--- config.mk ---
export PLATFORM = sky130hd
export DESIGN_NAME = uart_mmio_fifo
export DESIGN_NICKNAME = d
export VERILOG_FILES = /design/src/rtl/uart_pkg.sv /design/src/rtl/sync_fifo.sv /design/src/rtl/uart_mmio_fifo.sv
export SDC_FILE = /design/constraint.sdc
export NUM_CORES = 1
export LEC_CHECK = 0
export CAP_MARGIN = 20
export CORE_ASPECT_RATIO = 1.5
export CORE_UTILIZATION = 62
export CTS_CLUSTER_DIAMETER = 120
export DETAILED_ROUTE_END_ITERATION = 12
export PLACE_DENSITY = 0.78
export SETUP_SLACK_MARGIN = 0.2
export SLEW_MARGIN = 5
export SYNTH_ARGS = -nofsm -noshare
export SYNTH_HDL_FRONTEND = slang
export SYNTH_SLANG_ARGS = --single-unit
--- constraint.sdc ---
create_clock -name clk -period 6.65 [get_ports clk]
set_clock_uncertainty 0.2 [all_clocks]
set_input_delay 0.665 -clock clk [delete_from_list [all_inputs] [get_ports clk]]
set_output_delay 0.665 -clock clk [all_outputs]
set_load 0.005 [all_outputs]
--- src/rtl/uart_pkg.sv ---
// uart_pkg: register offsets, status/control bit positions and FSM encodings for uart_mmio_fifo
package uart_pkg;
    localparam logic [2:0] OFF_DATA   = 3'd0;
    localparam logic [2:0] OFF_STATUS = 3'd1;
    localparam logic [2:0] OFF_DIV_LO = 3'd2;
    localparam logic [2:0] OFF_DIV_HI = 3'd3;
    localparam logic [2:0] OFF_CTRL   = 3'd4;
    localparam int ST_RX_NEMPTY = 0;
    localparam int ST_RX_FULL   = 1;
    localparam int ST_TX_EMPTY  = 2;
    localparam int ST_TX_FULL   = 3;
    localparam int ST_RX_OVF    = 4;
    localparam int ST_FRAME_ERR = 5;
    localparam int ST_TX_BUSY   = 6;
    localparam int CTRL_RX_IE = 0;
    localparam int CTRL_TX_IE = 1;
    localparam int CTRL_LOOP  = 2;
    typedef enum logic [1:0] {TX_IDLE, TX_START, TX_DATA, TX_STOP} tx_state_e;
    typedef enum logic [2:0] {RX_IDLE, RX_START, RX_DATA, RX_STOP, RX_WAIT} rx_state_e;
endpackage

--- src/rtl/sync_fifo.sv ---
// sync_fifo: byte FIFO where simultaneous push and pop both take effect, even when full or empty
module sync_fifo #(
    parameter int DEPTH = 16
) (
    input  logic       clk,
    input  logic       rst,
    input  logic       push_i,
    input  logic       pop_i,
    input  logic [7:0] din_i,
    output logic [7:0] dout_o,
    output logic       full_o,
    output logic       empty_o
);
    localparam int AW = $clog2(DEPTH);
    logic [7:0]    mem_q [DEPTH];
    logic [AW-1:0] wr_q, rd_q;
    logic [AW:0]   cnt_q;
    logic          do_push, do_pop;
    assign full_o  = cnt_q == (AW+1)'(DEPTH);
    assign empty_o = cnt_q == '0;
    assign do_push = push_i & (~full_o | pop_i);
    assign do_pop  = pop_i & (~empty_o | push_i);
    assign dout_o  = mem_q[rd_q];
    always_ff @(posedge clk) begin
        if (!rst) begin
            wr_q  <= '0;
            rd_q  <= '0;
            cnt_q <= '0;
        end else begin
            if (do_push) wr_q <= wr_q + AW'(1);
            if (do_pop) rd_q <= rd_q + AW'(1);
            cnt_q <= cnt_q + (AW+1)'(do_push) - (AW+1)'(do_pop);
        end
    end
    always_ff @(posedge clk) begin
        if (do_push) mem_q[wr_q] <= din_i;
    end
endmodule

--- src/rtl/uart_mmio_fifo.sv ---
// uart_mmio_fifo: memory-mapped UART with TX/RX FIFOs, 16x baud divisor, sticky errors, loopback and irq
module uart_mmio_fifo
    import uart_pkg::*;
#(
    parameter logic [15:0] BASE_ADDR = 16'hE000,
    parameter int          DEPTH     = 16,
    parameter logic [15:0] DIV_RESET = 16'd27
) (
    input  logic        clk,
    input  logic        rst,
    input  logic [15:0] addr_i,
    input  logic        we_i,
    input  logic        re_i,
    input  logic [7:0]  di_i,
    output logic [7:0]  do_o,
    output logic        sel_o,
    input  logic        uart_rx_i,
    output logic        uart_tx_o,
    output logic        irq_o
);
    tx_state_e   tx_state_q;
    rx_state_e   rx_state_q;
    logic [15:0] div_q, div_eff, baud_q;
    logic [2:0]  off, ctrl_q, tx_bit_q, rx_bit_q;
    logic [3:0]  tx_cnt_q, rx_cnt_q;
    logic [7:0]  tx_sh_q, rx_sh_q, tx_dout, rx_dout, status;
    logic        tick, wr, tx_push, tx_pop, tx_last, tx_q, tx_full, tx_empty, tx_busy;
    logic        rx_pop, rx_push, rx_done, rx_full, rx_empty, rx_in, s1_q, s2_q, s3_q;
    logic        rx_ovf_q, frame_err_q, irq_q;
    assign off      = addr_i[2:0];
    assign sel_o    = (addr_i[15:3] == BASE_ADDR[15:3]) && (off <= OFF_CTRL);
    assign wr       = we_i & sel_o;
    assign tx_push  = wr && off == OFF_DATA;
    assign rx_pop   = re_i && sel_o && off == OFF_DATA;
    assign div_eff  = div_q == '0 ? 16'd1 : div_q;
    assign tick     = baud_q == div_eff - 16'd1;
    assign tx_busy  = tx_state_q != TX_IDLE;
    assign tx_last  = tick && tx_cnt_q == 4'd15;
    assign tx_pop   = !tx_empty && (tx_state_q == TX_IDLE || (tx_state_q == TX_STOP && tx_last));
    assign rx_in    = ctrl_q[CTRL_LOOP] ? tx_q : uart_rx_i;
    assign rx_done  = rx_state_q == RX_STOP && tick && rx_cnt_q == 4'd15;
    assign rx_push  = rx_done && s2_q;
    assign status   = {1'b0, tx_busy, frame_err_q, rx_ovf_q, tx_full, tx_empty, rx_full, ~rx_empty};
    assign do_o     = !sel_o ? 8'h00 :
                      off == OFF_DATA   ? (rx_empty ? 8'h00 : rx_dout) :
                      off == OFF_STATUS ? status :
                      off == OFF_DIV_LO ? div_q[7:0] :
                      off == OFF_DIV_HI ? div_q[15:8] :
                      off == OFF_CTRL   ? {5'b0, ctrl_q} : 8'h00;
    assign uart_tx_o = tx_q;
    assign irq_o     = irq_q;
    sync_fifo #(.DEPTH(DEPTH)) u_tx_fifo (
        .clk(clk), .rst(rst), .push_i(tx_push), .pop_i(tx_pop), .din_i(di_i),
        .dout_o(tx_dout), .full_o(tx_full), .empty_o(tx_empty)
    );
    sync_fifo #(.DEPTH(DEPTH)) u_rx_fifo (
        .clk(clk), .rst(rst), .push_i(rx_push), .pop_i(rx_pop), .din_i(rx_sh_q),
        .dout_o(rx_dout), .full_o(rx_full), .empty_o(rx_empty)
    );
    always_ff @(posedge clk) begin
        if (!rst) begin
            div_q       <= DIV_RESET;
            baud_q      <= '0;
            ctrl_q      <= '0;
            rx_ovf_q    <= 1'b0;
            frame_err_q <= 1'b0;
            irq_q       <= 1'b0;
            {s1_q, s2_q, s3_q} <= 3'b111;
        end else begin
            baud_q <= (tick || (wr && (off == OFF_DIV_LO || off == OFF_DIV_HI))) ? '0 : baud_q + 16'd1;
            if (wr && off == OFF_DIV_LO) div_q[7:0] <= di_i;
            if (wr && off == OFF_DIV_HI) div_q[15:8] <= di_i;
            if (wr && off == OFF_CTRL) ctrl_q <= di_i[2:0];
            rx_ovf_q    <= (rx_push && rx_full && !rx_pop) ||
                           (rx_ovf_q && !(wr && off == OFF_STATUS && di_i[ST_RX_OVF]));
            frame_err_q <= (rx_done && !s2_q) ||
                           (frame_err_q && !(wr && off == OFF_STATUS && di_i[ST_FRAME_ERR]));
            irq_q <= (ctrl_q[CTRL_RX_IE] && !rx_empty) || (ctrl_q[CTRL_TX_IE] && tx_empty && !tx_busy);
            {s1_q, s2_q, s3_q} <= {rx_in, s1_q, s2_q};
        end
    end
    always_ff @(posedge clk) begin
        if (!rst) begin
            tx_state_q <= TX_IDLE;
            tx_q       <= 1'b1;
            tx_cnt_q   <= '0;
            tx_bit_q   <= '0;
            tx_sh_q    <= '0;
        end else begin
            if (tick) tx_cnt_q <= tx_cnt_q + 4'd1;
            if (tx_pop) begin
                tx_state_q <= TX_START;
                tx_sh_q    <= tx_dout;
                tx_q       <= 1'b0;
                tx_cnt_q   <= '0;
            end else if (tx_last) begin
                case (tx_state_q)
                    TX_START: begin
                        tx_state_q <= TX_DATA;
                        tx_q       <= tx_sh_q[0];
                        tx_bit_q   <= '0;
                    end
                    TX_DATA: begin
                        tx_sh_q  <= tx_sh_q >> 1;
                        tx_bit_q <= tx_bit_q + 3'd1;
                        tx_q     <= (tx_bit_q == 3'd7) | tx_sh_q[1];
                        if (tx_bit_q == 3'd7) tx_state_q <= TX_STOP;
                    end
                    TX_STOP: tx_state_q <= TX_IDLE;
                    default: ;
                endcase
            end
        end
    end
    always_ff @(posedge clk) begin
        if (!rst) begin
            rx_state_q <= RX_IDLE;
            rx_cnt_q   <= '0;
            rx_bit_q   <= '0;
            rx_sh_q    <= '0;
        end else begin
            if (tick) rx_cnt_q <= rx_cnt_q + 4'd1;
            case (rx_state_q)
                RX_IDLE: if (s3_q && !s2_q) begin
                    rx_state_q <= RX_START;
                    rx_cnt_q   <= '0;
                end
                RX_START: if (tick && rx_cnt_q == 4'd7) begin
                    rx_state_q <= s2_q ? RX_IDLE : RX_DATA;
                    rx_cnt_q   <= '0;
                    rx_bit_q   <= '0;
                end
                RX_DATA: if (tick && rx_cnt_q == 4'd15) begin
                    rx_sh_q  <= {s2_q, rx_sh_q[7:1]};
                    rx_bit_q <= rx_bit_q + 3'd1;
                    if (rx_bit_q == 3'd7) rx_state_q <= RX_STOP;
                end
                RX_STOP: if (rx_done) rx_state_q <= s2_q ? RX_IDLE : RX_WAIT;
                RX_WAIT: if (s2_q) rx_state_q <= RX_IDLE;
                default: rx_state_q <= RX_IDLE;
            endcase
        end
    end
endmodule

==> impl_metrics.csv, run 1 <==
group,metric,value,unit
floorplanning,rows,71,
layout,final_net_count,1247,
logic_synthesis,synth.most_common_cell,"edfxtp_1",
critical_path,cp_max_fo,13,
layout,syn_to_final_growth,11.8,%
sta,tightest_slew,1.11,ns
grt,grt_max_degree,57,
critical_path,cp.required,6.89,ns
sta,fin_tns_setup,0,ns
sta,rsz0062_at_grt,"no",
critical_path,reg2reg_to,"u_tx_fifo.cnt_q[4]",
sta,min_period,5.86,ns
sta,finalHoldViolCount,0,
outcome,status,"completed",
critical_path,rr_startpoint,"div_q[13]",
grt,grt_pass1_vias,9886,
sta,fmax,171,MHz
grt,grt_pass1_wl,56.3,mm
route,drt-initial-drc-count,610,
critical_path,r2r_setup_slack,0.79,ns
floorplanning,dieArea,26400,um^2
grt,grt_util_all_layers,28.9,%
sta,min_period_over_period,88.2,%
power,powerDensity,286,nW/um^2
grt,antenna_found_initial,0,
clock_tree,post_cts_buffers,0,
worst_hold_path,hold_path.class,"reg -> reg",
logic_synthesis,synth_async_sr_flop_share,0,%
clock_tree,root_buffer,"clkbuf_16",
placement,placed_area,16700,um^2
clock_tree,htreeDepth,2,
route,via_per_inst,6.31,
route,dr_total_vias,9682,
run,maxCapViolations,0,
clock_tree,postCtsHoldBufs,0,
logic_synthesis,synth.top_cell.area_share,48.1,%
floorplanning,initial_core_util,63.3,%
clock_tree,ctsLongestPathBuffers,3,
layout,utilization,70.8,%
critical_path,critPathKind,"reg -> reg",
critical_path,crit_path_end,"u_tx_fifo.cnt_q[4]",
grt,met1_usage,29.7,%
route,drcViolationCount,0,
clock_tree,cts.sink_count,367,
route,avgRoutedWirePerCell,23.8,um
clock_tree,cts_resized,0,
logic_synthesis,synth_seq_cells,367,
sta,maxSlewHeadroom,26.1,%
layout,drive_above_1_share,14.6,%
critical_path,endpoint_kind,"flip-flop",
logic_synthesis,netlist_area,16000,um^2
logic_synthesis,yosys.area.top_type,"edfxtp_1",
logic_synthesis,synth.area.top_cells,"edfxtp_1, dfxtp_1, mux4_2",
logic_synthesis,syn_area_per_cell,13.9,um^2
critical_path,startpoint,"div_q[13]",
logic_synthesis,yosysSeqAreaShare,62.0,%
route,postRouteWirelength,36.6,mm
placement,port_buffers,39,
critical_path,rr_worst_depth,18,
sta,setup_ws,0.788,ns
clock_tree,clkTransAtPathRegs,0.07,ns
floorplanning,die_y,199,um
layout,fillerInstances,1706,
route,ant_nets,0,
route,dr.pass1.iters,5,
grt,grt_busiest_layer,"met2",
critical_path,worst-endpoint-arrival,6.11,ns
floorplanning,dieWidth,133,um
floorplanning,io_pins,40,
logic_synthesis,syn_nets,1216,
grt,gr-usage-met3,3.90,%
floorplanning,core,25200,um^2
placement,dp_worst_setup_slack,0.939,ns
grt,overflow,0,
logic_synthesis,synthTopCellsByCount,"edfxtp_1, dfxtp_1, nand2_1",
critical_path,start_kind,"flip-flop",
clock_tree,numCtsBuffers,35,
power,peakVddDrop,0.260,mV
sta,timing.hold.ws,0.230,ns
sta,slew_viol_final,0,
grt,met2_usage,56.2,%
sta,report.final.setup_viol,0,
clock_tree,cts_tree,"yes",
power,p_leak,5.99,nW
logic_synthesis,synth_warnings,0,
logic_synthesis,synth_cells,1150,
logic_synthesis,synth_edf_count,256,
placement,place_congestion,0.918,
logic_synthesis,synth_cell_types,66,
layout,antenna-diode-count,0,
clock_tree,clock_latency,0.52,ns
placement,place_hpwl,25.2,mm
layout,fin_area,17900,um^2
logic_synthesis,synth_ff_type,"edfxtp_1",
-- power by group --
group / leakage [nW] / total, W / internal, W / switching, W
Sequential: 3.24 / 0.00253 / 0.00248 / 0.0000502
Combinational: 2.20 / 0.000560 / 0.000256 / 0.000304
Clock: 0.557 / 0.00202 / 0.00118 / 0.000841
Total: 5.99 / 0.00511 / 0.00392 / 0.00120
-- state kept, by name, indices dropped and copies added, names as in the netlist, 4 cells and up, named ones only --
register,count
tx_cnt_q,4
u_rx_fifo.rd_q,4
baud_q,16
u_tx_fifo.wr_q,4
u_tx_fifo.cnt_q,5
u_rx_fifo.mem_q,128
u_tx_fifo.mem_q,128
tx_sh_q,8
u_rx_fifo.wr_q,4
div_q,16
u_tx_fifo.rd_q,4
rx_sh_q,8
rx_cnt_q,4
u_rx_fifo.cnt_q,5
-- cells in the final DEF (no fill, tap or decap), drive strengths merged, types with 13 or more instances in the layout --
master,Yosys,routed
edfxtp,256,256
dfxtp,111,111
nand2,102,102
nor2,85,85
mux4,80,80
a21oi,60,60
clkbuf,44,42
clkdlybuf4s50,0,39
nand3,37,37
ha,35,35
inv,32,32
mux2i,28,28
xor2,25,25
nor3,21,21
o21ai,21,21
xnor2,19,19
buf,20,18
nand2b,14,14
clkinv,0,14
and4b,13,13
-- cell type report --
type                    instances  area (um^2)  area share, %
clock buffers                  41          951           5.33
clock inverters                22          209           1.17
inverters                      32          120          0.673
multi-input cells             687         5720           32.0
flip-flops and latches        367         9910           55.5
well taps                     328          410           2.30
repair buffers                 58          528           2.96
-- stage by stage --
stage               power, W  instances
floorplan            0.00296       1150
finish               0.00511       1535
CTS                  0.00513       1533
global placement     0.00311       1469
detailed placement   0.00313       1470
global route         0.00527       1535
-- worst min-delay path by stage --
stage / cells past startpoint / start / to
after CTS: 1 / s1_q / s2_q
after global routing: 1 / s1_q / s2_q
after detailed placement: 1 / s1_q / s2_q
after floorplan: 1 / s1_q / s2_q
final: 1 / s1_q / s2_q
after global placement: 1 / s1_q / s2_q
-- logic make-up (layout without fill, tap and decap cells) --
| logic type | Yosys count | count (layout) | synth area share (%) |
|---|---|---|---|
| and+or+nand+nor | 369 | 369 | 12.1 |
| DFF | 367 | 367 | 62.0 |
| AOI/OAI and AO/OA | 129 | 129 | 5.05 |
| muxes | 108 | 108 | 13.0 |
| buffers and inverters | 96 | 153 | 2.34 |
| xor gates and xnor gates | 44 | 44 | 2.41 |
| adders and majority gates | 37 | 37 | 2.99 |
-- metal layers --
layer / share of wire, % / vias up
met4: 5.4 / 0
li1: - / 4404
met5: 0 / -
met1: 33 / 4844
met3: 4.6 / 103
met2: 57 / 331
-- critical path: stages, from the launching register on --
cell and delay, ns:
dfxtp_1 0.51, nor4_1 0.12, and4_1 0.26, nor2_1 0.12, ha_1 0.27, nor4b_1 0.39
nand4_1 0.26, mux2i_1 0.18, a211oi_1 0.49, nor4_1 0.23, and3b_1 0.25, o311ai_2 0.83
inv_1 0.26, ha_1 0.31, fa_1 0.41, a21oi_1 0.14, nor2_1 0.06, or3_1 0.34
a21oi_1 0.14
Note: power is estimated with default switching activity, not from simulation.
==> inputs of run 2 (changes only) <==
- CTS_CLUSTER_SIZE: not set -> 14
- SLEW_MARGIN: 5 -> not set
==> impl_metrics.csv, run 2 (synthesized netlist as in run 1, its figures left out) <==
group,metric,value,unit
outcome,status,"completed",
layout,final_common_cell,"edfxtp_1",
grt,met1_usage,29.5,%
critical_path,startpoint,"div_q[13]",
clock_tree,root_buffer,"clkbuf_16",
floorplanning,dieWidth,133,um
layout,fin_cells,1530,
power,powerDensity,270,nW/um^2
route,drt-initial-drc-count,693,
route,drcViolationCount,0,
power,peakVddDrop,0.289,mV
critical_path,endpoint_kind,"flip-flop",
route,postRouteWirelength,36.3,mm
floorplanning,initial_core_util,63.3,%
route,dr.pass1.iters,5,
grt,grt_pass1_vias,9711,
power,p_leak,5.86,nW
grt,grt_util_all_layers,28.4,%
sta,report.final.setup_viol,0,
clock_tree,postCtsHoldBufs,0,
route,dr_total_vias,9583,
critical_path,r2r_setup_slack,0.90,ns
critical_path,rr_startpoint,"div_q[13]",
floorplanning,dieArea,26400,um^2
sta,maxSlewHeadroom,26.9,%
sta,min_period,5.75,ns
floorplanning,core,25200,um^2
sta,rsz0062_at_grt,"no",
clock_tree,clock_latency,0.58,ns
clock_tree,clkTransAtPathRegs,0.07,ns
route,avgRoutedWirePerCell,23.7,um
critical_path,start_kind,"flip-flop",
clock_tree,ctsLongestPathBuffers,3,
sta,slew_viol_final,0,
floorplanning,rows,71,
critical_path,critPathKind,"reg -> reg",
grt,antenna_found_initial,1,
run,maxCapViolations,0,
clock_tree,post_cts_buffers,0,
placement,place_hpwl,25.2,mm
sta,finalHoldViolCount,0,
critical_path,crit_path_end,"u_tx_fifo.cnt_q[4]",
clock_tree,cts.sink_count,367,
clock_tree,cts_tree,"yes",
critical_path,reg2reg_to,"u_tx_fifo.cnt_q[4]",
sta,fmax,174,MHz
grt,grt_max_degree,57,
layout,final_cell_mix,"edfxtp_1, dfxtp_1, nand2_1",
layout,final_net_count,1243,
critical_path,cp.required,6.96,ns
critical_path,worst-endpoint-arrival,6.06,ns
clock_tree,numCtsBuffers,30,
route,via_per_inst,6.26,
grt,overflow,0,
grt,grt_busiest_layer,"met2",
clock_tree,cts_resized,0,
placement,dp_cells,1470,
route,ant_nets,0,
grt,grt_pass1_wl,55.4,mm
critical_path,cp_max_fo,13,
floorplanning,io_pins,40,
layout,syn_to_final_growth,10.1,%
placement,port_buffers,39,
sta,tightest_slew,1.09,ns
clock_tree,htreeDepth,1,
grt,met2_usage,56.4,%
layout,top_regs,"u_rx_fifo.mem_q: 128 flops, u_tx_fifo.mem_q: 128 flops",
placement,place_congestion,0.918,
critical_path,rr_worst_depth,18,
sta,min_period_over_period,86.5,%
worst_hold_path,hold_path.class,"reg -> reg",
sta,fin_tns_setup,0,ns
grt,gr-usage-met3,3.16,%
layout,drive_above_1_share,13.2,%
floorplanning,die_y,199,um
## run 2: report_power, final
part / total (W) / internal (W) / switching (W) / leakage (nW)
combinational: 0.000550 / 0.000255 / 0.000295 / 2.20
clock: 0.00166 / 0.000874 / 0.000790 / 0.417
sequential: 0.00253 / 0.00248 / 0.0000480 / 3.24
## run 2: critical path, cell delays in order (launching register included)
cell	delay [ns]
dfxtp_1	0.50
nor4_1	0.12
and4_1	0.26
nor2_1	0.11
ha_1	0.28
nor4b_1	0.39
nand4_1	0.25
mux2i_1	0.17
a211oi_1	0.48
nor4_1	0.24
and3b_1	0.25
o311ai_2	0.82
inv_1	0.23
ha_1	0.30
fa_1	0.41
a21oi_1	0.14
nor2_1	0.06
or3_1	0.33
a21oi_1	0.14
## run 2: metal layers
layer / wire [um] / up-vias / part of all wire, %
met4: 1510 / 0 / 4.2
li1: - / 4407 / -
met3: 1750 / 91 / 4.8
met5: 0 / - / 0
met2: 21000 / 298 / 58
met1: 12000 / 4787 / 33
## run 2: worst min path at each step
stage          start  slack (ns)  cells past startpoint    to
2_1_floorplan   s1_q        0.19                      1  s2_q
3_3_place_gp    s1_q        0.21                      1  s2_q
3_5_place_dp    s1_q        0.20                      1  s2_q
4_1_cts         s1_q        0.23                      1  s2_q
5_1_grt         s1_q        0.27                      1  s2_q
6_report        s1_q        0.23                      1  s2_q
## run 2: area by class of cell
class                   count  area (um^2)
inverters                  32          120
clock inverters             1         16.3
diodes                      1         2.50
repair buffers             59          541
fillers                  1743         7640
multi-input cells         687         5720
well taps                 328          410
clock buffers              55          866
flip-flops and latches    367         9910
## run 2: metrics by stage
step / hold WS [ns] / power, W / instance area, um^2 / setup WS (ns) / util, %
floorplan: 0.186 / 0.00296 / 16000 / 1.97 / -
detailed placement: 0.201 / 0.00313 / 16700 / 0.933 / 66.1
global route: 0.270 / 0.00489 / 17600 / 0.492 / 69.7
global placement: 0.205 / 0.00311 / 16700 / 1.10 / 66.1
CTS: 0.230 / 0.00477 / 17600 / 0.926 / 69.6
finish: 0.229 / 0.00474 / 17600 / 0.899 / 69.7
